## src/rtl/sa_feeder_pkg.sv

```systemverilog
// Shared types and sizing helpers for the systolic-array operand feeder.
package sa_feeder_pkg;

    typedef enum logic [1:0] {
        ST_IDLE   = 2'd0,
        ST_STREAM = 2'd1,
        ST_WAIT   = 2'd2
    } state_e;

    function automatic int max3(input int a, input int b, input int c);
        int m;
        m = (a > b) ? a : b;
        return (m > c) ? m : c;
    endfunction

    // Index width for row/column addresses, never below one bit.
    function automatic int iw_f(input int m, input int k, input int n);
        int w;
        w = $clog2(max3(m, k, n));
        return (w < 1) ? 1 : w;
    endfunction

    // Counter width covering both the beat index and the drain count.
    function automatic int cw_f(input int m, input int k, input int n, input int drain);
        int w;
        int wd;
        w  = $clog2(k + m + n - 1);
        wd = $clog2(drain + 1);
        if (wd > w) w = wd;
        return (w < 1) ? 1 : w;
    endfunction

endpackage

```

## src/rtl/sa_operand_feeder_if.sv

```systemverilog
// Write port and skewed operand stream of the feeder, bundled for one connection.
interface sa_operand_feeder_if #(
    parameter int M          = 4,
    parameter int K          = 4,
    parameter int N          = 4,
    parameter int DATA_WIDTH = 8
);
    import sa_feeder_pkg::*;

    localparam int IW = iw_f(M, K, N);

    logic                         wr_en;
    logic                         wr_sel;
    logic [IW-1:0]                wr_row;
    logic [IW-1:0]                wr_col;
    logic signed [DATA_WIDTH-1:0] wr_data;
    logic                         wr_drop;
    logic                         start;
    logic                         busy;
    logic                         done;
    logic                         acc_clr;
    logic [M*DATA_WIDTH-1:0]      a_out;
    logic [M-1:0]                 a_vld;
    logic [N*DATA_WIDTH-1:0]      b_out;
    logic [N-1:0]                 b_vld;

    modport master (
        output wr_en, wr_sel, wr_row, wr_col, wr_data, start,
        input  wr_drop, busy, done, acc_clr, a_out, a_vld, b_out, b_vld
    );

    modport slave (
        input  wr_en, wr_sel, wr_row, wr_col, wr_data, start,
        output wr_drop, busy, done, acc_clr, a_out, a_vld, b_out, b_vld
    );

endinterface

```

## src/rtl/sa_operand_bank.sv

```systemverilog
// Operand register file: one range-checked write port, combinational indexed reads
// that see a same-cycle write (write-first).
module sa_operand_bank
    import sa_feeder_pkg::*;
#(
    parameter int ROWS = 4,
    parameter int COLS = 4,
    parameter int DW   = 8,
    parameter int IW   = 2,
    parameter int NRD  = 4
) (
    input  logic                     clk,
    input  logic                     reset,
    input  logic                     wr_en,
    input  logic [IW-1:0]            wr_row,
    input  logic [IW-1:0]            wr_col,
    input  logic signed [DW-1:0]     wr_data,
    output logic                     wr_ok,
    input  logic [NRD-1:0][IW-1:0]   rd_row,
    input  logic [NRD-1:0][IW-1:0]   rd_col,
    output logic [NRD-1:0][DW-1:0]   rd_data
);

    logic signed [DW-1:0] mem_q [ROWS][COLS];
    logic signed [DW-1:0] mem_d [ROWS][COLS];
    logic                 we;

    assign wr_ok = (int'(wr_row) < ROWS) && (int'(wr_col) < COLS);
    assign we    = wr_en && wr_ok;

    always_comb begin
        mem_d = mem_q;
        for (int r = 0; r < ROWS; r++) begin
            for (int c = 0; c < COLS; c++) begin
                if (we && (wr_row == IW'(r)) && (wr_col == IW'(c))) mem_d[r][c] = wr_data;
            end
        end
    end

    // Reads come from mem_d so a write and a start in the same cycle stream the new value.
    always_comb begin
        rd_data = '0;
        for (int p = 0; p < NRD; p++) begin
            for (int r = 0; r < ROWS; r++) begin
                for (int c = 0; c < COLS; c++) begin
                    if ((rd_row[p] == IW'(r)) && (rd_col[p] == IW'(c))) rd_data[p] = mem_d[r][c];
                end
            end
        end
    end

    always_ff @(posedge clk) begin
        if (reset) begin
            for (int r = 0; r < ROWS; r++) begin
                for (int c = 0; c < COLS; c++) begin
                    mem_q[r][c] <= '0;
                end
            end
        end else begin
            mem_q <= mem_d;
        end
    end

endmodule

```

## src/rtl/sa_operand_feeder.sv

```systemverilog
// Buffers A (MxK) and B (KxN) and streams them as diagonally skewed wavefronts
// into an output-stationary systolic array; done marks C = A*B in the accumulators.
module sa_operand_feeder
    import sa_feeder_pkg::*;
#(
    parameter int M          = 4,
    parameter int K          = 4,
    parameter int N          = 4,
    parameter int DATA_WIDTH = 8,
    parameter int DRAIN_CYC  = 1
) (
    input  logic                 clk,
    input  logic                 reset,
    sa_operand_feeder_if.slave   bus
);

    localparam int IW = iw_f(M, K, N);
    localparam int CW = cw_f(M, K, N, DRAIN_CYC);
    localparam int T  = K + M + N - 2;
    localparam logic [CW-1:0] LAST_BEAT  = CW'(T - 1);
    localparam logic [CW-1:0] LAST_DRAIN = CW'(DRAIN_CYC - 1);

    state_e                          state_q, state_d;
    logic [CW-1:0]                   cnt_q, cnt_d;
    logic                            busy_q, busy_d;
    logic                            done_q, done_d;
    logic                            acc_clr_q, acc_clr_d;
    logic                            drop_q, drop_d;
    logic [M-1:0][DATA_WIDTH-1:0]    a_out_q, a_out_d;
    logic [M-1:0]                    a_vld_q, a_vld_d;
    logic [N-1:0][DATA_WIDTH-1:0]    b_out_q, b_out_d;
    logic [N-1:0]                    b_vld_q, b_vld_d;

    logic                            beat_en;
    logic [CW-1:0]                   beat;
    logic                            idle, a_ok, b_ok, a_we, b_we;
    logic [M-1:0][IW-1:0]            a_rd_row, a_rd_col;
    logic [N-1:0][IW-1:0]            b_rd_row, b_rd_col;
    logic [M-1:0][DATA_WIDTH-1:0]    a_rd;
    logic [N-1:0][DATA_WIDTH-1:0]    b_rd;

    assign idle = (state_q == ST_IDLE);
    assign a_we = bus.wr_en && idle && !bus.wr_sel;
    assign b_we = bus.wr_en && idle &&  bus.wr_sel;

    sa_operand_bank #(.ROWS(M), .COLS(K), .DW(DATA_WIDTH), .IW(IW), .NRD(M)) u_bank_a (
        .clk     (clk),
        .reset   (reset),
        .wr_en   (a_we),
        .wr_row  (bus.wr_row),
        .wr_col  (bus.wr_col),
        .wr_data (bus.wr_data),
        .wr_ok   (a_ok),
        .rd_row  (a_rd_row),
        .rd_col  (a_rd_col),
        .rd_data (a_rd)
    );

    sa_operand_bank #(.ROWS(K), .COLS(N), .DW(DATA_WIDTH), .IW(IW), .NRD(N)) u_bank_b (
        .clk     (clk),
        .reset   (reset),
        .wr_en   (b_we),
        .wr_row  (bus.wr_row),
        .wr_col  (bus.wr_col),
        .wr_data (bus.wr_data),
        .wr_ok   (b_ok),
        .rd_row  (b_rd_row),
        .rd_col  (b_rd_col),
        .rd_data (b_rd)
    );

    // beat/beat_en name the beat that will be on the outputs after this edge.
    always_comb begin
        state_d   = state_q;
        cnt_d     = cnt_q;
        busy_d    = busy_q;
        done_d    = 1'b0;
        acc_clr_d = 1'b0;
        beat_en   = 1'b0;
        beat      = '0;
        drop_d    = bus.wr_en && !(idle && (bus.wr_sel ? b_ok : a_ok));
        case (state_q)
            ST_IDLE: begin
                if (bus.start) begin
                    state_d   = ST_STREAM;
                    cnt_d     = '0;
                    busy_d    = 1'b1;
                    acc_clr_d = 1'b1;
                    beat_en   = 1'b1;
                end
            end
            ST_STREAM: begin
                if (cnt_q == LAST_BEAT) begin
                    state_d = ST_WAIT;
                    cnt_d   = '0;
                end else begin
                    cnt_d   = cnt_q + 1'b1;
                    beat_en = 1'b1;
                    beat    = cnt_q + 1'b1;
                end
            end
            ST_WAIT: begin
                if (cnt_q == LAST_DRAIN) begin
                    state_d = ST_IDLE;
                    cnt_d   = '0;
                    busy_d  = 1'b0;
                    done_d  = 1'b1;
                end else begin
                    cnt_d = cnt_q + 1'b1;
                end
            end
            default: state_d = ST_IDLE;
        endcase
    end

    // Skew: row i of A and column j of B lag the wavefront by i and j beats.
    always_comb begin
        int d;
        d        = 0;
        a_rd_row = '0;
        a_rd_col = '0;
        a_vld_d  = '0;
        b_rd_row = '0;
        b_rd_col = '0;
        b_vld_d  = '0;
        for (int i = 0; i < M; i++) begin
            d = int'(beat) - i;
            a_rd_row[i] = IW'(i);
            if (beat_en && (d >= 0) && (d < K)) begin
                a_vld_d[i]  = 1'b1;
                a_rd_col[i] = IW'(d);
            end
        end
        for (int j = 0; j < N; j++) begin
            d = int'(beat) - j;
            b_rd_col[j] = IW'(j);
            if (beat_en && (d >= 0) && (d < K)) begin
                b_vld_d[j]  = 1'b1;
                b_rd_row[j] = IW'(d);
            end
        end
    end

    always_comb begin
        a_out_d = '0;
        b_out_d = '0;
        for (int i = 0; i < M; i++) if (a_vld_d[i]) a_out_d[i] = a_rd[i];
        for (int j = 0; j < N; j++) if (b_vld_d[j]) b_out_d[j] = b_rd[j];
    end

    always_ff @(posedge clk) begin
        if (reset) begin
            state_q   <= ST_IDLE;
            cnt_q     <= '0;
            busy_q    <= 1'b0;
            done_q    <= 1'b0;
            acc_clr_q <= 1'b0;
            drop_q    <= 1'b0;
            a_out_q   <= '0;
            a_vld_q   <= '0;
            b_out_q   <= '0;
            b_vld_q   <= '0;
        end else begin
            state_q   <= state_d;
            cnt_q     <= cnt_d;
            busy_q    <= busy_d;
            done_q    <= done_d;
            acc_clr_q <= acc_clr_d;
            drop_q    <= drop_d;
            a_out_q   <= a_out_d;
            a_vld_q   <= a_vld_d;
            b_out_q   <= b_out_d;
            b_vld_q   <= b_vld_d;
        end
    end

    assign bus.wr_drop = drop_q;
    assign bus.busy    = busy_q;
    assign bus.done    = done_q;
    assign bus.acc_clr = acc_clr_q;
    assign bus.a_out   = a_out_q;
    assign bus.a_vld   = a_vld_q;
    assign bus.b_out   = b_out_q;
    assign bus.b_vld   = b_vld_q;

endmodule

```

## src/flat_wrapper.sv

```systemverilog
// flat-port wrapper written by rule: the top's interface ports become plain ports
module sa_operand_feeder_flat import sa_feeder_pkg::*;
#(
    parameter int M          = 4,
    parameter int K          = 4,
    parameter int N          = 4,
    parameter int DATA_WIDTH = 8,
    parameter int DRAIN_CYC  = 1
)
  (clk, reset, bus_wr_en, bus_wr_sel, bus_wr_row, bus_wr_col, bus_wr_data, bus_start, bus_wr_drop, bus_busy, bus_done, bus_acc_clr, bus_a_out, bus_a_vld, bus_b_out, bus_b_vld);
  sa_operand_feeder_if #(.M(M), .K(K), .N(N), .DATA_WIDTH(DATA_WIDTH)) bus_i ();
  input  logic clk;
  input  logic reset;
  input wire logic [$bits(bus_i.wr_en)-1:0] bus_wr_en;
  input wire logic [$bits(bus_i.wr_sel)-1:0] bus_wr_sel;
  input wire logic [$bits(bus_i.wr_row)-1:0] bus_wr_row;
  input wire logic [$bits(bus_i.wr_col)-1:0] bus_wr_col;
  input wire logic [$bits(bus_i.wr_data)-1:0] bus_wr_data;
  input wire logic [$bits(bus_i.start)-1:0] bus_start;
  output wire logic [$bits(bus_i.wr_drop)-1:0] bus_wr_drop;
  output wire logic [$bits(bus_i.busy)-1:0] bus_busy;
  output wire logic [$bits(bus_i.done)-1:0] bus_done;
  output wire logic [$bits(bus_i.acc_clr)-1:0] bus_acc_clr;
  output wire logic [$bits(bus_i.a_out)-1:0] bus_a_out;
  output wire logic [$bits(bus_i.a_vld)-1:0] bus_a_vld;
  output wire logic [$bits(bus_i.b_out)-1:0] bus_b_out;
  output wire logic [$bits(bus_i.b_vld)-1:0] bus_b_vld;
  assign bus_i.wr_en = bus_wr_en;
  assign bus_i.wr_sel = bus_wr_sel;
  assign bus_i.wr_row = bus_wr_row;
  assign bus_i.wr_col = bus_wr_col;
  assign bus_i.wr_data = bus_wr_data;
  assign bus_i.start = bus_start;
  assign bus_wr_drop = bus_i.wr_drop;
  assign bus_busy = bus_i.busy;
  assign bus_done = bus_i.done;
  assign bus_acc_clr = bus_i.acc_clr;
  assign bus_a_out = bus_i.a_out;
  assign bus_a_vld = bus_i.a_vld;
  assign bus_b_out = bus_i.b_out;
  assign bus_b_vld = bus_i.b_vld;
  sa_operand_feeder #(.M(M), .K(K), .N(N), .DATA_WIDTH(DATA_WIDTH), .DRAIN_CYC(DRAIN_CYC)) u_core (.clk(clk), .reset(reset), .bus(bus_i));
endmodule
```

## config.mk

```make
export PLATFORM = sky130hd
export DESIGN_NAME = sa_operand_feeder_flat
export DESIGN_NICKNAME = d
export VERILOG_FILES = /design/src/rtl/sa_feeder_pkg.sv /design/src/rtl/sa_operand_feeder_if.sv /design/src/rtl/sa_operand_bank.sv /design/src/rtl/sa_operand_feeder.sv /design/src/flat_wrapper.sv
export SDC_FILE = /design/constraint.sdc
export NUM_CORES = 1
export LEC_CHECK = 0
export CAP_MARGIN = 5
export CORE_UTILIZATION = 25
export DETAILED_ROUTE_END_ITERATION = 8
export PLACE_DENSITY_LB_ADDON = 0.1
export SLEW_MARGIN = 10
export SYNTH_ARGS = -nofsm -noshare
export SYNTH_HDL_FRONTEND = slang
export SYNTH_SLANG_ARGS = --single-unit
```

## constraint.sdc

```tcl
create_clock -name clk -period 4.4 [get_ports clk]
set_input_delay 0.44 -clock clk [delete_from_list [all_inputs] [get_ports clk]]
set_output_delay 0.44 -clock clk [all_outputs]
set_load 0.01 [all_outputs]
```

Yosys cells after proc, flatten, opt, wreduce, memory -nomap -nowiden. Index checks and enable logic that the tools add are counted.

Add/sub/neg operators: 4. Magnitude comparators: 8. Equality and inequality tests: 24. Muxes and demuxes: 88. Bitwise operators: 6. Reductions and logical operators: 73.

Operators with widths (count): two-way mux 8 bit (64); >= comparator 32 x 1 -> 1 bit (second input constant) (3); less-than comparator 32 x 4 -> 1 bit (second input constant) (3); logical AND 1 bit (52); == test 2 bit (second input constant) (13); two-way mux 4 bit (4); == test 2 x 1 -> 1 bit (second input constant) (7); logical NOT 2 bit (7); two-way mux 2 bit (7); case mux 4 bit (3 select lines) (1); OR reduction 2 bit (6); subtractor 4 x 2 -> 5 bit (second input constant) (2); two-way mux 1 bit (9); inverter 1 bit (6); case mux 2 bit (3 select lines) (1); AND reduction 3 bit (2); subtractor 4 x 1 -> 5 bit (second input constant) (1); adder 4 x 1 -> 4 bit (second input constant) (1); == test 4 bit (second input constant) (1); >= comparator 4 x 1 -> 1 bit (second input constant) (1); logical NOT 4 bit (1); less-than comparator 4 x 3 -> 1 bit (second input constant) (1); != test 2 x 1 -> 1 bit (second input constant) (2); case mux 1 bit (2 select lines) (2); other kinds (5) (6).

Register bits: 334. Bits of input ports: 17. Output and inout port bits: 76. Word-level logic and storage cells: 250.

Logic depth before layout (Yosys ltp). Gate-level depths: netlist of the first run.

Word-level depth: 13. Mapped depth: 16. Mapped depth without buffers: 13.

By module. From an unflattened synthesis of the first run, not the netlist that was laid out.

Cell total of the unflattened synthesis: 3170. Area, all modules: 24634.9 µm².

Modules (own cells, without submodules): sa_operand_bank (instances 2, cells an instance 1446, area an instance 10820.4 µm², sequential area each 2562.5 µm²); sa_operand_feeder (instances 1, cells an instance 278, area an instance 2994.1 µm², sequential area each 1561.5 µm²).

Worst setup path before layout of the first run. Ideal clock, no wire load.

Path kind: register to register. Start point: reg u_core.cnt_q[0]. End point: reg u_core.b_out_q (netlist bit u_core.bus.b_out[23]). Library setup time: 0.074 ns. Arrival: 3.556 ns. Data required time: 4.326 ns. Setup slack: 0.770 ns. Cell stages (with the launch flop): 16. Path buffers: 3. Period minus slack after synthesis: 3.630 ns. Cells stage by stage: dfxtp_1 -> buf_6 -> inv_1 -> ha_1 -> clkbuf_1 -> inv_1 -> nor3_1 -> inv_1 -> ha_1 -> a221oi_1 -> mux2i_1 -> nor4_2 -> and2b_1 -> buf_1 -> o211ai_1 -> o22ai_2.

Longest elaborated chain between the ends: 13. Elaborated cells between the ends (all ways): 23. Classes of those cells: 2 x add/sub; 2 x order compare; 4 x eq/ne; 10 x mux; 1 x bitwise; 4 x reduce/logical.

RTL lines: start: declaration (line sa_operand_feeder.sv:24) `logic [CW-1:0] cnt_q, cnt_d;`; start signal: assignment (line sa_operand_feeder.sv:165) `cnt_q <= cnt_d;`; adder 4 x 1 -> 4 bit or == test 4 bit (tied branches) (line sa_operand_feeder.sv:99, sa_operand_feeder.sv:93); two-way mux 4 bit (line sa_operand_feeder.sv:93) `if (cnt_q == LAST_BEAT) begin`; two-way mux 4 bit (line sa_operand_feeder.sv:82) `case (state_q)`; subtractor 4 x 2 -> 5 bit (line sa_operand_feeder.sv:135) `d = int'(beat) - j;`; >= comparator 32 x 1 -> 1 bit (line sa_operand_feeder.sv:137) `if (beat_en && (d >= 0) && (d < K)) begin`; logical AND 1 bit (2 in a row) (line sa_operand_feeder.sv:137); two-way mux 2 bit (line sa_operand_feeder.sv:137); logical NOT 2 bit; two-way mux 8 bit (4 in a row) (line sa_operand_bank.sv:46) `if ((rd_row[p] == IW'(r)) && (rd_col[p] == IW'(c))) rd_data[p] = mem_d[r][c];`; end signal: assignment (line sa_operand_feeder.sv:172) `b_out_q <= b_out_d;`; end: declaration (line sa_operand_feeder.sv:31) `logic [N-1:0][DATA_WIDTH-1:0] b_out_q, b_out_d;`.

Parallel ways exist; a longest one is shown, timed or not. A chain may end at the register's enable or synchronous reset.

Final worst setup path of the first run. Same ends and word-level chain as after synthesis.

==> results of run 1 <==
-- placed cells by master, fill, tap and decap left out, types with 3 or more instances in the layout --
cell and count:
nor2_1 335, dfxtp_1 334, mux2i_1 258, clkdlybuf4s50_1 90, nand2_1 63, buf_4 46
a21oi_1 43, clkbuf_16 43, o22ai_1 35, nand3_1 25, o21ai_0 19, o21a_1 18
nor2b_1 17, a221o_1 16, o21ai_1 14, inv_1 13, ha_1 12, clkbuf_1 10
clkbuf_8 10, a22oi_1 9, o211ai_1 9, nor3_1 8, nor3_2 8, mux2_2 8
a41o_1 7, nand2b_1 6, clkinv_2 6, o2111ai_1 5, nor3b_1 4, and3_1 4
and2_0 4, o22ai_2 4, and3b_1 3, and2_1 3, xnor2_1 3, or3_1 3
-- layer usage --
layer / share of wire / track usage / up-vias / routed length, µm
li1: - / - / 5114 / -
met1: 0.49 / 0.211 / 4981 / 20800
met2: 0.45 / 0.245 / 188 / 19100
met3: 0.039 / 0.0295 / 66 / 1640
met4: 0.025 / 0.0473 / 2 / 1070
met5: 0.00026 / 0 / - / 11
-- final timing paths --
kind                                to  depth (start not counted)  slack (ns)
max               u_core.bus.b_out[23]                         10        0.48
min reg2reg          u_core.state_q[1]                          2        0.48
max reg2reg       u_core.bus.b_out[23]                         10        0.48
min          u_core.u_bank_b.mem_q[82]                          2        0.36
-- power groups by stage --
stage               clock network (mW)  logic [mW]  registers, mW
finish                            3.34       0.478           3.06
global route                      3.59       0.527           3.06
CTS                               3.46       0.490           3.06
detailed placement                   0       0.488           3.13
global placement                     0       0.492           3.13
floorplan                            0       0.294           3.13
-- area by class of cell --
class,instances,area share
tap,696,0.0521
inverter,15,0.00337
clock buffer,62,0.0740
multi-input combinational,985,0.387
sequential,334,0.400
timing repair buffer,139,0.0769
clock inverter,11,0.00659
-- worst max-delay path: stages, from the launching register on --
cell,delay (ns)
dfxtp_1,0.54
ha_1,0.39
nor2b_1,0.28
a21o_1,0.18
nand2_1,0.13
ha_1,0.30
or4_4,0.58
a211oi_4,0.79
nor2_2,0.27
and2_0,0.26
o22ai_2,0.08
-- metrics by stage --
stage | utilization | hold slack [ns] | setup WS [ns]
2_1_floorplan | - | 0.448 | 0.770
3_3_place_gp | 0.285 | 0.467 | 0.518
3_5_place_dp | 0.285 | 0.472 | 0.438
4_1_cts | 0.310 | 0.327 | 0.418
5_1_grt | 0.310 | 0.350 | 0.203
6_report | 0.310 | 0.358 | 0.483
-- cells by family after synthesis --
logic type,count (synthesis),share of synthesized area
simple gates,502,0.160
flops,334,0.488
mux,266,0.195
compound gates,201,0.103
buf+inv,124,0.0398
fa+ha+maj,12,0.0110
xor+xnor,4,0.00256
-- sequential cells by signal (all words and copies together), names as in the netlist --
name / flops
u_core.bus.acc_clr: 1
u_core.bus.b_out: 32
u_core.bus.b_vld: 4
u_core.bus.a_out: 32
u_core.bus.done: 1
u_core.bus.wr_drop: 1
u_core.u_bank_b.mem_q: 128
u_core.state_q: 2
u_core.bus.busy: 1
u_core.u_bank_a.mem_q: 128
u_core.cnt_q: 4
==> impl_results.md, run 1 <==
* Largest cells by area after synthesis: dfxtp_1 (49%), mux2i_1 (19%), nor2_1 (9.2%)
* Register area share after synthesis at 0.488
* Drt drc at 0
* Critical Path Fanout Max at 16
* First-pass GRT wire length at 66.2 mm
* Origin of the worst setup path: u_core.cnt_q[0]
* Final antenna-violating net count at 0
* Crit Path Class: flop to flop
* Non-Filler Instances at 2242
* Worst relative slew slack at 0.292
* Clock-pin slew on the worst setup and hold paths at 0.06 ns
* PwrDens at 411 nW/µm²
* Die height at 236 µm
* Run status: completed
* Worst Path Arrival at 4.39 ns
* CTS tree: yes
* Final nets at 1546
* CTS Sinks at 334
* Worst r2r src: u_core.cnt_q[0]
* Critical Path RT at 4.87 ns
* Top-count cell post-synth: nor2_1
* Clk_skew at 0.0223 ns
* Final instance area at 16700 µm²
* Final min period at 3.92 ns
* Combinational power share at 0.069
* Hold wc startpoint: reset
* Leakage at 6.74 nW
* Area Overhead vs Synth at 22.1%
* CTS H-tree depth at 2
* # resized after CTS at 0
* DIE AREA at 55700 µm²
* DRT iter0 DRCs at 556
* Hold Vio Cnt, Final at 0
* Pre-antenna DRT Iters at 5
* Max-Cap Viols at 0
* Multi-input logic area at 6470 µm²
* Clk pwr share at 0.485
* Slew at the pin with the worst max-slew slack at 1.06 ns
* Detail-routed via count per cell at 4.62
* Dpl cells at 2169
* Share of power burned in registers at 0.445
* Pins Over Slew Limit at 0
* Fraction of the cycle the final worst path needs at 0.890
* CP Capture Type: flop
* Max Fclk at 0.255 GHz
* Largest area contributor in the netlist: dfxtp_1
* Vias in the first global route at 10700
* Sw Ratio at 0.245
* Design Power at 6.88 mW
* Mean Syn Cell Area at 9.49 µm²
* Post-CTS setup buffers at 0
* Top_reg_cell synth: dfxtp_1
* Diodes inserted at 0
* Number of cell rows at 85
* Initial core utilization at 0.254
* Synthesis-stage register bit count at 334
* Wirelength per Cell at 19.0 µm
* Largest net degree at the start of global routing at 222
* Ys async rst share at 0
* Vias at 10400
* CTS root buf: clkbuf_16
* GRT Overall Usage at 0.155
* Filler instances at 5580
* Startpoint Class: flop
* Number of distinct library cells after synthesis at 73
* Warnings, synthesis at 0
* Horiz. Die Dim at 236 µm
* Clock Path Buffers at 3
* DP HPWL at 26.8 mm
* Number of flops mapped to enable cells by yosys at 0
* Initial antenna violation count at 1
* Min-Delay Path Class: primary input to flop
* Cell count after synthesis at 1443
* Post-Syn Nets at 1472
* Share of the synthesized area in the top cell type at 0.488
* Grt ovf at 0
* Drt total wl at 42.6 mm
* VDD IR-drop max at 0.000223 V
* CORE AREA at 53900 µm²
* Top post-synthesis cells by count: nor2_1 (335), dfxtp_1 (334), mux2i_1 (258)
* Final setup fails at 0
* Sw power at 1.68 mW
* Layout cell share with drive strength beyond 1 at 0.0938
* I/O Pins at 93
* Int Pwr at 5.19 mW
* RSZ-0062 raised after global routing: false
* Total negative setup slack at 0 ns
* CTS buffer count at 42
* RD Place Congestion at 0.784
* Latest clock arrival within the worst-skew pair at 0.56 ns
* Sequential Area at 6690 µm²
* Hold buffers post-CTS at 0
* Port bufs at 92
* Mapped Area at 13700 µm²
* Dpl cell area at 15400 µm²
No activity file was read; power rests on OpenSTA's default activity.
==> inputs of run 2 (changes only) <==
--- a/config.mk
+++ b/config.mk
@@ -6,7 +6,7 @@
 export NUM_CORES = 1
 export LEC_CHECK = 0
 export CAP_MARGIN = 5
-export CORE_UTILIZATION = 25
+export CORE_UTILIZATION = 59
 export DETAILED_ROUTE_END_ITERATION = 8
 export PLACE_DENSITY_LB_ADDON = 0.1
 export SLEW_MARGIN = 10
==> run 2 against run 1 <==
- wire length shrank 21%
- non-clock buffer count shrank 8
- critical path depth grew 2
- via count grew 1.5%
- largest power group is now registers
- core utilization grew 39 points
- hold slack gained 0.12 ns
- first-iteration DRC count grew 62%
==> impl_results.md, run 2 (same netlist as run 1, synthesis figures left out) <==
* Grt ovf at 0 (unchanged)
* Combinational power share at 0.069 (about the same)
* Critical Path RT at 4.83 ns (-0.04 ns)
* Final Util at 0.704 (+0.394)
* Sw Ratio at 0.228 (-0.0169)
* Final setup margin at 0.314 ns (-0.169 ns)
* CORE AREA at 22700 µm² (-58%)
* Final min period at 4.09 ns (+0.169 ns)
* Clk pwr share at 0.463 (-0.022)
* Detail-routed via count per cell at 5.80 (+26%)
* Wirelength per Cell at 18.6 µm (-2.2%)
* Hold Vio Cnt, Final at 0 (unchanged)
* Final nets at 1531 (-0.97%)
* I/O Pins at 93 (unchanged)
* Layout cell share with drive strength beyond 1 at 0.0845 (-0.00931)
* Design Power at 6.54 mW (-4.9%)
* Diodes inserted at 0 (unchanged)
* DRT iter0 DRCs at 899 (+62%)
* Sequential Area at 6690 µm² (unchanged)
* Clock-pin slew on the worst setup and hold paths at 0.06 ns (about the same)
* Drt drc at 0 (unchanged)
* Horiz. Die Dim at 154 µm (-35%)
* Worst relative slew slack at 0.128 (-0.164)
* Min-Delay Path Class: flop to flop
* Largest net degree at the start of global routing at 105 (-53%)
* Top cell family by delay on the critical path: simple AND/OR/NAND/NOR gates
* RD Place Congestion at 0.928 (+18%)
* Crit path largest cell delay at 0.56 ns (-0.23 ns)
* Slew at the pin with the worst max-slew slack at 1.30 ns (+0.243 ns)
* Dpl cells at 1745 (-20%)
* Drt total wl at 33.7 mm (-21%)
* Max Fclk at 0.245 GHz (-4.1%)
* GRT Overall Usage at 0.282 (+0.128)
* Vias at 10500 (+1.5%)
* Fraction of the cycle the final worst path needs at 0.929 (+0.0384)
* Filler instances at 1804 (-68%)
* CTS root buf: clkbuf_16
* PwrDens at 409 nW/µm² (-0.63%)
* Multi-input logic area at 6460 µm² (about the same)
* VDD IR-drop max at 0.000292 V (+31%)
* CTS tree: yes
* Clock Path Buffers at 3 (unchanged)
* Worst Path Arrival at 4.51 ns (+0.12 ns)
* Pins Over Slew Limit at 0 (unchanged)
* Latest clock arrival within the worst-skew pair at 0.51 ns (-0.05 ns)
* Most frequent cells in the layout: nor2_1 (335), dfxtp_1 (334), mux2i_1 (258), clkdlybuf4s50_1 (91), nand2_1 (61)
* First-pass GRT wire length at 53.6 mm (-19%)
* Vias in the first global route at 9936 (-6.9%)
* Initial antenna violation count at 0 (-1)
* Clk_skew at 0.00914 ns (-0.0132 ns)
* Area Overhead vs Synth at 16.8%
* Crit path max-delay cell type: dfxtp_1
* Leakage at 6.62 nW (-1.7%)
* Worst Path Buf+Inv at 2 (+2)
* Number of cell rows at 55 (-35%)
* Total negative setup slack at 0 ns (unchanged)
* DIE AREA at 23800 µm² (-57%)
* Critical-path cell list: inv_1 > ha_1 > inv_1 > nor3_1 > ha_1 > nor2b_1 > a41oi_1 > o32ai_1 > nand4_2 > or2b_4 > o2111ai_1 > o21ai_1
* CTS H-tree depth at 2 (unchanged)
* Startpoint Class: flop
* Biggest regs: u_core.u_bank_a.mem_q (128), u_core.u_bank_b.mem_q (128)
* Die height at 154 µm (-35%)
* Final antenna-violating net count at 0 (unchanged)
* Place WS at 0.221 ns (-0.217 ns)
* CTS buffer count at 35 (-17%)
* DP HPWL at 21.2 mm (-21%)
* Port bufs at 92 (unchanged)
* Max-Cap Viols at 0 (unchanged)
* Pre-antenna DRT Iters at 5 (unchanged)
* Share of power burned in registers at 0.468 (+0.023)
* Initial core utilization at 0.603 (+0.349)
* RSZ-0062 raised after global routing: false
* CP Capture Type: flop
* Critical Path Fanout Max at 15 (-1)
* CTS Sinks at 334 (unchanged)
* Crit Path Class: flop to flop
* Non-Filler Instances at 1812 (-19%)
* Sw power at 1.49 mW (-12%)
* Int Pwr at 5.05 mW (-2.8%)
* Commonest non-fill, non-tap cell in the layout: nor2_1
* Final setup fails at 0 (unchanged)
* Run status: completed
[run 2: area by class of cell]
class,instances,share of cell area
clock buffers,54,0.0675
clock inverters,8,0.00743
inverters,15,0.00352
multi-input cells,985,0.404
flip-flops and latches,334,0.418
well taps,285,0.0223
repair buffers,131,0.0769
[run 2: per-layer routing]
| metal | vias to the layer above | wire (µm) | global-route usage |
|---|---|---|---|
| met1 | 5054 | 15800 | 0.397 |
| met4 | 0 | 686 | 0.0773 |
| met3 | 52 | 1840 | 0.0373 |
| li1 | 5083 | - | - |
| met2 | 313 | 15400 | 0.456 |
| met5 | - | 0 | 0 |
[run 2: metrics by stage]
stage | area [µm²] | hold WS (ns)
floorplan | 13700 | 0.448
global placement | 14700 | 0.465
detailed placement | 14700 | 0.470
CTS | 15900 | 0.478
global route | 16000 | 0.506
finish | 16000 | 0.478
[run 2: worst min-delay path, stage by stage, from the launching register on]
cell and delay, ns:
dfxtp_1 0.32, nand2_1 0.06, a21oi_1 0.05
[run 2: timing repair]
action	in CTS	in global routing
resized for setup	0	3
setup endpoints to repair	0	14
buffers inserted	0	5
hold buffers	0	0
[run 2: power by group through the flow]
stage | combinational [mW] | sequential (mW) | clock, mW
2_1_floorplan | 0.294 | 3.13 | 0
3_3_place_gp | 0.437 | 3.12 | 0
3_5_place_dp | 0.441 | 3.13 | 0
4_1_cts | 0.444 | 3.06 | 3.06
5_1_grt | 0.484 | 3.06 | 3.18
6_report | 0.451 | 3.06 | 3.03
[run 2: path summary, 6_finish.rpt]
path	from	end	slack (ns)	cells after the start
max	u_core.cnt_q[0]	u_core.bus.a_out[25]	0.31	12
min	u_core.state_q[1]	u_core.state_q[1]	0.48	2
max reg2reg	u_core.cnt_q[0]	u_core.bus.a_out[25]	0.31	12
min reg2reg	u_core.state_q[1]	u_core.state_q[1]	0.48	2
